<file path="src/rtl/video_timing.sv">
// Raster timing generator: 400-pixel lines, NTSC/PAL frames, optional 2x line doubling.
// Mode inputs are captured at frame start so a frame never changes geometry halfway through.
module video_timing #(
  parameter int unsigned H_TOTAL       = 400,
  parameter int unsigned H_BLANK_START = 320,
  parameter int unsigned H_SYNC_START  = 336,
  parameter int unsigned H_SYNC_END    = 367
) (
  input  logic       clk,
  input  logic       reset_n,
  input  logic       pal,
  input  logic       scandouble,
  output logic       ce_pix,
  output logic [9:0] hcount,
  output logic [8:0] vcount,
  output logic       HBlank,
  output logic       HSync,
  output logic       VBlank,
  output logic       VSync,
  output logic       line_start,
  output logic       frame_start
);

  localparam logic [9:0] H_LAST = 10'(H_TOTAL - 1);
  localparam logic [9:0] H_BLK  = 10'(H_BLANK_START);
  localparam logic [9:0] H_SS   = 10'(H_SYNC_START);
  localparam logic [9:0] H_SE   = 10'(H_SYNC_END);

  logic [1:0] div_q, div_d;
  logic [9:0] hcount_q, hcount_d;
  logic [9:0] line_q, line_d;
  logic [8:0] vcount_q, vcount_d;
  logic       ce_q, ce_d;
  logic       hblank_q, hblank_d;
  logic       hsync_q, hsync_d;
  logic       vblank_q, vblank_d;
  logic       vsync_q, vsync_d;
  logic       ls_q, ls_d;
  logic       fs_q, fs_d;
  logic       pal_q, pal_d;
  logic       sd_q, sd_d;

  logic       tick;
  logic       hwrap;
  logic       fwrap;
  logic [9:0] line_last;
  logic [8:0] v_last;

  always_comb begin
    div_d     = div_q + 2'd1;
    tick      = sd_q ? div_q[0] : (div_q == 2'd3);
    hwrap     = (hcount_q == H_LAST);
    line_last = sd_q ? (pal_q ? 10'd623 : 10'd523) : (pal_q ? 10'd311 : 10'd261);
    v_last    = pal_q ? 9'd311 : 9'd261;
    fwrap     = hwrap && (line_q == line_last);

    hcount_d = hcount_q;
    line_d   = line_q;
    if (tick) begin
      hcount_d = hwrap ? 10'd0 : hcount_q + 10'd1;
      if (hwrap) begin
        line_d = fwrap ? 10'd0 : line_q + 10'd1;
      end
    end

    // In doubled mode two output lines share one source line.
    vcount_d = sd_q ? line_d[9:1] : line_d[8:0];

    hblank_d = (hcount_d >= H_BLK);
    hsync_d  = (hcount_d >= H_SS) && (hcount_d <= H_SE);
    vblank_d = (vcount_d >= 9'd240) && (vcount_d <= v_last);
    vsync_d  = pal_q ? ((vcount_d >= 9'd270) && (vcount_d <= 9'd272))
                     : ((vcount_d >= 9'd244) && (vcount_d <= 9'd246));

    ce_d = tick;
    ls_d = tick && hwrap;
    fs_d = tick && fwrap;

    pal_d = (!reset_n || fs_q) ? pal        : pal_q;
    sd_d  = (!reset_n || fs_q) ? scandouble : sd_q;
  end

  always_ff @(posedge clk or negedge reset_n) begin
    if (!reset_n) begin
      div_q    <= 2'd0;
      hcount_q <= 10'd0;
      line_q   <= 10'd0;
      vcount_q <= 9'd0;
      ce_q     <= 1'b0;
      hblank_q <= 1'b0;
      hsync_q  <= 1'b0;
      vblank_q <= 1'b0;
      vsync_q  <= 1'b0;
      ls_q     <= 1'b0;
      fs_q     <= 1'b0;
    end else begin
      div_q    <= div_d;
      hcount_q <= hcount_d;
      line_q   <= line_d;
      vcount_q <= vcount_d;
      ce_q     <= ce_d;
      hblank_q <= hblank_d;
      hsync_q  <= hsync_d;
      vblank_q <= vblank_d;
      vsync_q  <= vsync_d;
      ls_q     <= ls_d;
      fs_q     <= fs_d;
    end
  end

  // Mode follows the inputs while held in reset, so it needs no async value.
  always_ff @(posedge clk) begin
    pal_q <= pal_d;
    sd_q  <= sd_d;
  end

  assign ce_pix      = ce_q;
  assign hcount      = hcount_q;
  assign vcount      = vcount_q;
  assign HBlank      = hblank_q;
  assign HSync       = hsync_q;
  assign VBlank      = vblank_q;
  assign VSync       = vsync_q;
  assign line_start  = ls_q;
  assign frame_start = fs_q;

endmodule

</file>
<file path="config.mk">
export PLATFORM = sky130hd
export DESIGN_NAME = video_timing
export DESIGN_NICKNAME = d
export VERILOG_FILES = /design/src/rtl/video_timing.sv
export SDC_FILE = /design/constraint.sdc
export NUM_CORES = 1
export LEC_CHECK = 0
export BUFFER_PORTS_ARGS = -buffer_cell sky130_fd_sc_hd__buf_4
export CORE_ASPECT_RATIO = 0.5
export CORE_UTILIZATION = 54
export DETAILED_ROUTE_END_ITERATION = 10
export PLACE_DENSITY = 0.76
export SLEW_MARGIN = 20
export SYNTH_ARGS = -nofsm -noshare
export SYNTH_HDL_FRONTEND = slang
export SYNTH_SLANG_ARGS = --single-unit
</file>
<file path="constraint.sdc">
create_clock -name clk -period 3.7 [get_ports clk]
set_input_delay 0 -clock clk [delete_from_list [all_inputs] [get_ports clk]]
set_output_delay 0 -clock clk [all_outputs]
set_load 0.02 [all_outputs]
</file>
==> impl_metrics.prom, run 1 <==
# TYPE chip_impl_metric gauge
chip_impl_metric{name="cp_data_required_time",unit="ns"} 3.87
chip_impl_metric{name="cellLeakagePower",unit="nW"} 1.19
chip_impl_metric{name="setup-tns-final",unit="ns"} 0
chip_impl_info{name="hold_class",value="input port to asynchronous set/reset pin"} 1
chip_impl_metric{name="grt_pass1_vias",unit=""} 1634
chip_impl_metric{name="layout_setup_ws",unit="ns"} 0.291
chip_impl_metric{name="die-height",unit="um"} 46.1
chip_impl_metric{name="finished_cell_area",unit="sq um"} 2520
chip_impl_metric{name="seq_area_frac_synth",unit="%"} 48.1
chip_impl_info{name="cts_root_buffer",value="sky130_fd_sc_hd__clkbuf_8"} 1
chip_impl_metric{name="post_synth_num_cell_types",unit=""} 47
chip_impl_metric{name="finalWeightedCongestion",unit=""} 0.958
chip_impl_metric{name="cts_buffers",unit=""} 5
chip_impl_metric{name="cts_buffer_depth",unit=""} 2
chip_impl_metric{name="core",unit="sq um"} 3570
chip_impl_info{name="setup.worst_path.start",value="hcount[7]"} 1
chip_impl_info{name="timing.critical_path.from_type",value="flip-flop"} 1
chip_impl_info{name="clock_tree_from_tritoncts",value="yes"} 1
chip_impl_info{name="post-synth-top-area-cell",value="sky130_fd_sc_hd__dfrtp_1"} 1
chip_impl_metric{name="post_synth_inst_count",unit=""} 212
chip_impl_metric{name="hold_viol",unit=""} 0
chip_impl_metric{name="power_per_cell_area",unit="nW/um^2"} 431
chip_impl_info{name="outcome",value="completed"} 1
chip_impl_metric{name="critical_path_peak_fanout",unit=""} 9
chip_impl_metric{name="initial_utilization",unit="%"} 58.9
chip_impl_metric{name="worst_slew_margin_rel",unit="%"} 58.7
chip_impl_metric{name="i_o_pin_total",unit=""} 30
chip_impl_metric{name="largest_voltage_drop_on_the_vdd_net",unit="mV"} 0.362
chip_impl_metric{name="critical_path_arrival",unit="ns"} 3.58
chip_impl_metric{name="number_of_slew_limit_violations_in_the_final_report",unit=""} 0
chip_impl_metric{name="final.setup_skew",unit="ns"} 0.00386
chip_impl_metric{name="reg2reg_slack",unit="ns"} 0.29
chip_impl_metric{name="antenna_cells",unit=""} 0
chip_impl_metric{name="max_slew.worst_pin.slew",unit="ns"} 0.615
chip_impl_metric{name="layout.core_utilization",unit="%"} 70.7
chip_impl_metric{name="count_of_vias_placed_by_the_detailed_router",unit=""} 1759
chip_impl_metric{name="syn-cell-area",unit="sq um"} 2100
chip_impl_metric{name="drt_first_pass_iters",unit=""} 4
chip_impl_metric{name="routed_wl",unit="um"} 4520
chip_impl_metric{name="synth-seq-cells",unit=""} 40
chip_impl_metric{name="antenna_violations_before_repair",unit=""} 0
chip_impl_metric{name="grt_first_pass_wirelength",unit="um"} 7670
chip_impl_metric{name="hpwl",unit="um"} 3260
chip_impl_metric{name="postSynth.asyncResetShare",unit="%"} 95.0
chip_impl_metric{name="post_route_cells_drive_above_1_share",unit="%"} 21.2
chip_impl_metric{name="grtUsageTotal",unit="%"} 24.4
chip_impl_metric{name="cts_max_level",unit=""} 2
chip_impl_metric{name="synth_area_per_cell",unit="sq um"} 9.92
chip_impl_metric{name="hold_slack",unit="ns"} 0.201
chip_impl_metric{name="synth_edf_count",unit=""} 2
chip_impl_metric{name="multi_input_comb_area",unit="sq um"} 1020
chip_impl_info{name="setup.worst_path.end_class",value="flip-flop"} 1
chip_impl_metric{name="crit_buf_inv",unit=""} 1
chip_impl_info{name="critical_path.reg2reg.startpoint",value="hcount[7]"} 1
chip_impl_metric{name="gr-total-overflow",unit=""} 0
chip_impl_metric{name="period_needed",unit="ns"} 3.41
chip_impl_metric{name="grt_max_degree",unit=""} 40
chip_impl_metric{name="fp-row-count",unit=""} 15
chip_impl_metric{name="detail_route.vias_per_cell",unit=""} 5.84
chip_impl_metric{name="final-setup-viol-count",unit=""} 0
chip_impl_metric{name="drt-wirelength-per-cell",unit="um"} 15.0
chip_impl_info{name="cpLargestDelayFamily",value="simple AND/OR/NAND/NOR gates"} 1
chip_impl_info{name="slowest_stage",value="sky130_fd_sc_hd__or4b_4"} 1
chip_impl_metric{name="clkSlewWorstSetupHoldPaths",unit="ns"} 0.07
chip_impl_info{name="synthFlopType",value="sky130_fd_sc_hd__dfrtp_1"} 1
chip_impl_metric{name="die_w",unit="um"} 90.2
chip_impl_info{name="timing.critical_path.cells",value="or4b_4 -> or4_4 -> clkinv_4 -> and4_4 -> xnor2_1 -> nor2_1 -> mux2_2 -> ha_1 -> and3_1 -> nand3_1 -> o21a_1 -> o21bai_1"} 1
chip_impl_metric{name="min_period_over_period",unit="%"} 92.1
chip_impl_metric{name="first_iter_violations",unit=""} 137
chip_impl_info{name="setup.worst_path.class",value="flip-flop to flip-flop"} 1
chip_impl_metric{name="layout-area-overhead-vs-synth",unit="%"} 19.9
chip_impl_metric{name="timing.max_cap.violations",unit=""} 0
chip_impl_metric{name="synthesis.yosys.warnings",unit=""} 0
chip_impl_metric{name="critical_path.max_stage_delay",unit="ns"} 0.55
chip_impl_metric{name="syn_nets",unit=""} 222
chip_impl_metric{name="max_freq",unit="MHz"} 293
chip_impl_info{name="worst_r2r_endpoint",value="VBlank"} 1
chip_impl_info{name="synth.top_cells.by_area",value="sky130_fd_sc_hd__dfrtp_1 45%, sky130_fd_sc_hd__xnor2_1 5.4%, sky130_fd_sc_hd__nor2_1 3.8%"} 1
chip_impl_metric{name="clock_latency",unit="ns"} 0.29
chip_impl_metric{name="antenna_violating_nets_post_route",unit=""} 0
chip_impl_metric{name="regArea",unit="sq um"} 1010
chip_impl_metric{name="numPortBuffers",unit=""} 29
chip_impl_metric{name="timing.reg2reg.worst_path_depth",unit=""} 12
chip_impl_info{name="rsz0062_at_grt",value="false"} 1
chip_impl_metric{name="detailedPlace.worstSlack",unit="ns"} 0.149
chip_impl_metric{name="cts.sink_count",unit=""} 40
chip_impl_metric{name="postPlaceCellArea",unit="sq um"} 2390
chip_impl_metric{name="nets",unit=""} 260
chip_impl_metric{name="die_area",unit="sq um"} 4160
chip_impl_metric{name="fill_cells",unit=""} 302
chip_impl_metric{name="post-route-drc-count",unit=""} 0
chip_impl_metric{name="synthDominantCellAreaShare",unit="%"} 45.2
-- per-stage QoR --
| step | std cells | power (mW) |
|---|---|---|
| 2_1_floorplan | 212 | 0.682 |
| 3_3_place_gp | 291 | 0.774 |
| 3_5_place_dp | 291 | 0.784 |
| 4_1_cts | 301 | 1.09 |
| 5_1_grt | 301 | 1.14 |
| 6_report | 301 | 1.09 |
-- timing repair --
action / CTS / global route
setup buffers: 0 / 0
hold buffers: 3 / 0
endpoints found under the setup margin: 0 / 1
endpoints found under the hold margin: 40 / 0
gates resized for setup: 0 / 1
-- state kept, by name (all words and copies together), names as in the netlist --
signal	flops
VBlank	1
vcount	9
ce_pix	1
hcount	10
line_q	10
pal_q	1
VSync	1
line_start	1
div_q	2
HSync	1
sd_q	1
HBlank	1
frame_start	1
-- final cells by class --
type,count,area share [%]
timing repair buffer,38,11.6
clock buffer,7,3.82
inverter,9,1.54
multi-input combinational,156,40.4
sequential,40,40.1
tap,51,2.53
-- where the power goes --
group          leakage, nW  total [mW]  internal, mW  switching [mW]
clock               0.0503       0.309         0.166           0.143
combinational        0.609       0.242         0.105           0.137
sequential           0.529       0.534         0.479          0.0549
total                 1.19        1.09         0.751           0.335
-- logic make-up after synthesis --
logic type      Yosys count  synth area share, %
xor+xnor                 18                 7.50
compound gates           34                 11.1
simple gates             95                 24.5
fa+ha+maj                 6                 3.57
flops                    40                 48.1
buf+inv                  16                 3.63
mux                       3                 1.55
-- layout by cell type (no fill, tap or decap), types with 2 or more instances in the layout --
master / instances
sky130_fd_sc_hd__dfrtp_1: 38
sky130_fd_sc_hd__buf_4: 35
sky130_fd_sc_hd__nor2_1: 21
sky130_fd_sc_hd__nand2_1: 15
sky130_fd_sc_hd__xnor2_1: 13
sky130_fd_sc_hd__nand3_1: 12
sky130_fd_sc_hd__a21oi_1: 10
sky130_fd_sc_hd__inv_1: 8
sky130_fd_sc_hd__or3_1: 8
sky130_fd_sc_hd__clkbuf_8: 7
sky130_fd_sc_hd__nor3_1: 6
sky130_fd_sc_hd__ha_1: 6
sky130_fd_sc_hd__and3_1: 5
sky130_fd_sc_hd__xor2_1: 5
sky130_fd_sc_hd__nand4_1: 4
sky130_fd_sc_hd__o21ai_0: 4
sky130_fd_sc_hd__nor4_1: 4
sky130_fd_sc_hd__a211oi_1: 4
sky130_fd_sc_hd__nand3b_1: 3
sky130_fd_sc_hd__dlygate4sd3_1: 3
sky130_fd_sc_hd__nor2b_1: 2
sky130_fd_sc_hd__and2_1: 2
sky130_fd_sc_hd__o2111ai_1: 2
sky130_fd_sc_hd__or4_1: 2
sky130_fd_sc_hd__nand2b_1: 2
sky130_fd_sc_hd__or2_2: 2
sky130_fd_sc_hd__mux2_2: 2
sky130_fd_sc_hd__o21ai_1: 2
sky130_fd_sc_hd__a21o_1: 2
sky130_fd_sc_hd__o21bai_1: 2
sky130_fd_sc_hd__edfxtp_1: 2
-- worst max path at each step --
| stage | endpoint | depth (start not counted) |
|---|---|---|
| 2_1_floorplan | VBlank | 14 |
| 3_3_place_gp | VBlank | 12 |
| 3_5_place_dp | VBlank | 12 |
| 4_1_cts | VBlank | 12 |
| 5_1_grt | VBlank | 11 |
| 6_report | VBlank | 12 |
-- cell usage after synthesis (all sizes together) (2+ instances only) --
cell	instances
or2	2
nor4	5
or4	3
a21oi	10
nor2b	2
a2111oi	2
o2111ai	2
inv	8
nor3	6
xnor2	13
clkbuf	5
edfxtp	2
nand3	12
nand4	4
or3	8
and3	5
o21ai	6
buf	2
nand3b	3
a21o	2
ha	6
dfrtp	38
o21bai	2
nor2	21
xor2	5
nand2b	2
nand2	15
and2	2
a211oi	4
mux2	2
-- layer usage --
layer	track usage, %	up-vias	share of wire (%)	wire (um)
met2	40.8	67	46	2070
met5	0	-	0	0
li1	-	842	-	-
met4	8.06	0	0.71	32
met1	32.9	845	47	2120
met3	5.28	5	6.7	303
(Power assumes the default switching activity.)
==> run 2, diff against run 1 <==
CELL_PAD_IN_SITES_DETAIL_PLACEMENT = 2   (was not set)
CELL_PAD_IN_SITES_GLOBAL_PLACEMENT = 2   (was not set)
CORE_UTILIZATION = 36   (was 54)
PLACE_DENSITY = 0.79   (was 0.76)
==> run 2 against run 1 <==
Register-to-register slack got worse by 0.07 ns. Fmax decreased by 1.9%. Die area increased by 48%. Hold slack improved by 0.045 ns. Critical endpoint unchanged. Largest power group unchanged.
==> impl_metrics.prom, run 2 (synthesized netlist as in run 1, its figures left out) <==
# TYPE chip_impl_metric gauge
chip_impl_metric{name="power_per_cell_area",unit="nW/um^2"} 461
chip_impl_metric{name="critical_path.max_stage_delay",unit="ns"} 0.56
chip_impl_info{name="timing.critical_path.to",value="VBlank"} 1
chip_impl_info{name="cts_root_buffer",value="sky130_fd_sc_hd__clkbuf_16"} 1
chip_impl_metric{name="max_freq",unit="MHz"} 288
chip_impl_metric{name="drt_first_pass_iters",unit=""} 4
chip_impl_metric{name="antenna_cells",unit=""} 0
chip_impl_metric{name="grtUsageTotal",unit="%"} 23.1
chip_impl_metric{name="numPortBuffers",unit=""} 29
chip_impl_metric{name="first_iter_violations",unit=""} 73
chip_impl_metric{name="finalWeightedCongestion",unit=""} 0.797
chip_impl_metric{name="final.setup_skew",unit="ns"} 0.00522
chip_impl_metric{name="finished_cell_area",unit="sq um"} 2620
chip_impl_info{name="critical_path.reg2reg.startpoint",value="line_q[5]"} 1
chip_impl_metric{name="period_needed",unit="ns"} 3.48
chip_impl_info{name="hold_class",value="input port to asynchronous set/reset pin"} 1
chip_impl_info{name="critical-path-top-cell-by-count",value="sky130_fd_sc_hd__a21oi_1"} 1
chip_impl_metric{name="detail_route.vias_per_cell",unit=""} 5.39
chip_impl_metric{name="cp_data_required_time",unit="ns"} 3.91
chip_impl_metric{name="die-height",unit="um"} 56.0
chip_impl_metric{name="core",unit="sq um"} 5560
chip_impl_metric{name="grt_max_degree",unit=""} 40
chip_impl_metric{name="reg2reg_slack",unit="ns"} 0.22
chip_impl_metric{name="crit_buf_inv",unit=""} 1
chip_impl_metric{name="post-cts-setup-buffers",unit=""} 0
chip_impl_metric{name="min_period_over_period",unit="%"} 94.0
chip_impl_metric{name="routed_wl",unit="um"} 6340
chip_impl_metric{name="cts_buffers",unit=""} 5
chip_impl_metric{name="i_o_pin_total",unit=""} 30
chip_impl_metric{name="max_slew.worst_pin.slew",unit="ns"} 0.688
chip_impl_metric{name="worstSetupPathDepth",unit=""} 12
chip_impl_metric{name="grt.met3_usage",unit="%"} 4.45
chip_impl_metric{name="post_route_cells_drive_above_1_share",unit="%"} 22.0
chip_impl_info{name="setup.worst_path.start",value="line_q[5]"} 1
chip_impl_metric{name="number_of_slew_limit_violations_in_the_final_report",unit=""} 0
chip_impl_metric{name="die_w",unit="um"} 110
chip_impl_metric{name="cellLeakagePower",unit="nW"} 1.22
chip_impl_metric{name="initial_utilization",unit="%"} 37.8
chip_impl_metric{name="grt.met1_usage",unit="%"} 29.4
chip_impl_metric{name="cts_max_level",unit=""} 2
chip_impl_info{name="setup.worst_path.end_class",value="flip-flop"} 1
chip_impl_metric{name="grt_pass1_vias",unit=""} 1967
chip_impl_info{name="timing.critical_path.cells",value="or4_1 -> or3_1 -> a2111oi_2 -> buf_4 -> o21ai_1 -> a21o_1 -> ha_1 -> nor3b_1 -> a21oi_1 -> a21oi_1 -> o21a_1 -> o21bai_1"} 1
chip_impl_info{name="outcome",value="completed"} 1
chip_impl_info{name="clock_tree_from_tritoncts",value="yes"} 1
chip_impl_metric{name="clock_latency",unit="ns"} 0.28
chip_impl_metric{name="clkSlewWorstSetupHoldPaths",unit="ns"} 0.06
chip_impl_metric{name="largest_voltage_drop_on_the_vdd_net",unit="mV"} 0.262
chip_impl_metric{name="gr-total-overflow",unit=""} 0
chip_impl_metric{name="timing.max_cap.violations",unit=""} 0
chip_impl_metric{name="timing.reg2reg.worst_path_depth",unit=""} 12
chip_impl_metric{name="fp-row-count",unit=""} 19
chip_impl_metric{name="cts_buffer_depth",unit=""} 2
chip_impl_metric{name="nets",unit=""} 263
chip_impl_metric{name="setup-tns-final",unit="ns"} 0
chip_impl_metric{name="postPlaceCellArea",unit="sq um"} 2440
chip_impl_metric{name="critical_path_peak_fanout",unit=""} 6
chip_impl_metric{name="fill_cells",unit=""} 603
chip_impl_info{name="timing.critical_path.from_type",value="flip-flop"} 1
chip_impl_metric{name="hold_viol",unit=""} 0
chip_impl_metric{name="layout-area-overhead-vs-synth",unit="%"} 24.6
chip_impl_metric{name="worst_slew_margin_rel",unit="%"} 53.7
chip_impl_metric{name="final-setup-viol-count",unit=""} 0
chip_impl_metric{name="antenna_violations_before_repair",unit=""} 0
chip_impl_metric{name="cts.sink_count",unit=""} 40
chip_impl_info{name="slowest_stage",value="sky130_fd_sc_hd__or4_1"} 1
chip_impl_metric{name="grt_first_pass_wirelength",unit="um"} 10500
chip_impl_metric{name="critical_path_arrival",unit="ns"} 3.68
chip_impl_metric{name="die_area",unit="sq um"} 6170
chip_impl_metric{name="groute.layer.met2.usage",unit="%"} 39.6
chip_impl_metric{name="count_of_vias_placed_by_the_detailed_router",unit=""} 1762
chip_impl_metric{name="hpwl",unit="um"} 4580
chip_impl_metric{name="post-route-drc-count",unit=""} 0
chip_impl_info{name="rsz0062_at_grt",value="false"} 1
chip_impl_info{name="busiest_layer",value="met2"} 1
chip_impl_info{name="setup.worst_path.class",value="flip-flop to flip-flop"} 1
chip_impl_metric{name="drt-wirelength-per-cell",unit="um"} 19.4
chip_impl_info{name="worst_r2r_endpoint",value="VBlank"} 1
chip_impl_info{name="layout.cells.most_common_list",value="38 x sky130_fd_sc_hd__dfrtp_1, 38 x sky130_fd_sc_hd__buf_4, 21 x sky130_fd_sc_hd__nor2_1, 15 x sky130_fd_sc_hd__nand2_1, 13 x sky130_fd_sc_hd__xnor2_1"} 1
chip_impl_info{name="cpLargestDelayFamily",value="compound AO/OA/AOI/OAI gates"} 1
chip_impl_metric{name="antenna_violating_nets_post_route",unit=""} 0
run 2: area by class of cell:
class	count	area (sq um)	share of cell area, %
Tap cell	73	91.3	3.49
Timing Repair Buffer	41	315	12.0
Multi-Input combinational cell	156	1020	39.1
Clock buffer	7	133	5.06
Inverter	9	38.8	1.48
Sequential cell	40	1010	38.6
Clock inverter	1	5.00	0.191
run 2: routing by layer:
| layer | wire length [um] | vias to the layer above |
|---|---|---|
| met2 | 3170 | 27 |
| met1 | 2940 | 885 |
| met5 | 0 | - |
| met4 | 67 | 0 |
| li1 | - | 841 |
| met3 | 161 | 9 |
run 2: through the flow:
stage                     hold WS, ns  power [mW]  instances  worst slack, ns  utilization [%]
after floorplan                -0.296       0.682        212            0.450                -
after global placement        0.00122       0.784        316            0.361             43.9
after detailed placement      0.00909       0.800        316            0.145             43.9
after CTS                       0.259        1.22        327           0.0532             46.9
after global routing            0.288        1.27        327           0.0640             47.1
final                           0.246        1.21        327            0.223             47.1
run 2: how the worst min path moves through the flow:
stage	startpoint	to	slack [ns]	cells after the start
after CTS	reset_n	VSync	0.26	2
after floorplan	reset_n	HBlank	-0.30	0
after global routing	reset_n	line_q[5]	0.29	2
after global placement	reset_n	vcount[8]	0.001	1
after detailed placement	reset_n	vcount[6]	0.009	1
final	reset_n	vcount[6]	0.25	2
run 2: power breakdown:
group          total (mW)  internal, mW  switching [mW]
clock               0.416         0.249           0.167
sequential          0.532         0.480          0.0522
combinational       0.259         0.106           0.154
run 2: what timing repair did:
| item | in CTS | in global routing |
|---|---|---|
| resized for setup | 0 | 3 |
| hold endpoints to repair | 40 | 0 |
| hold buffers | 3 | 0 |
| setup endpoints to repair | 0 | 1 |
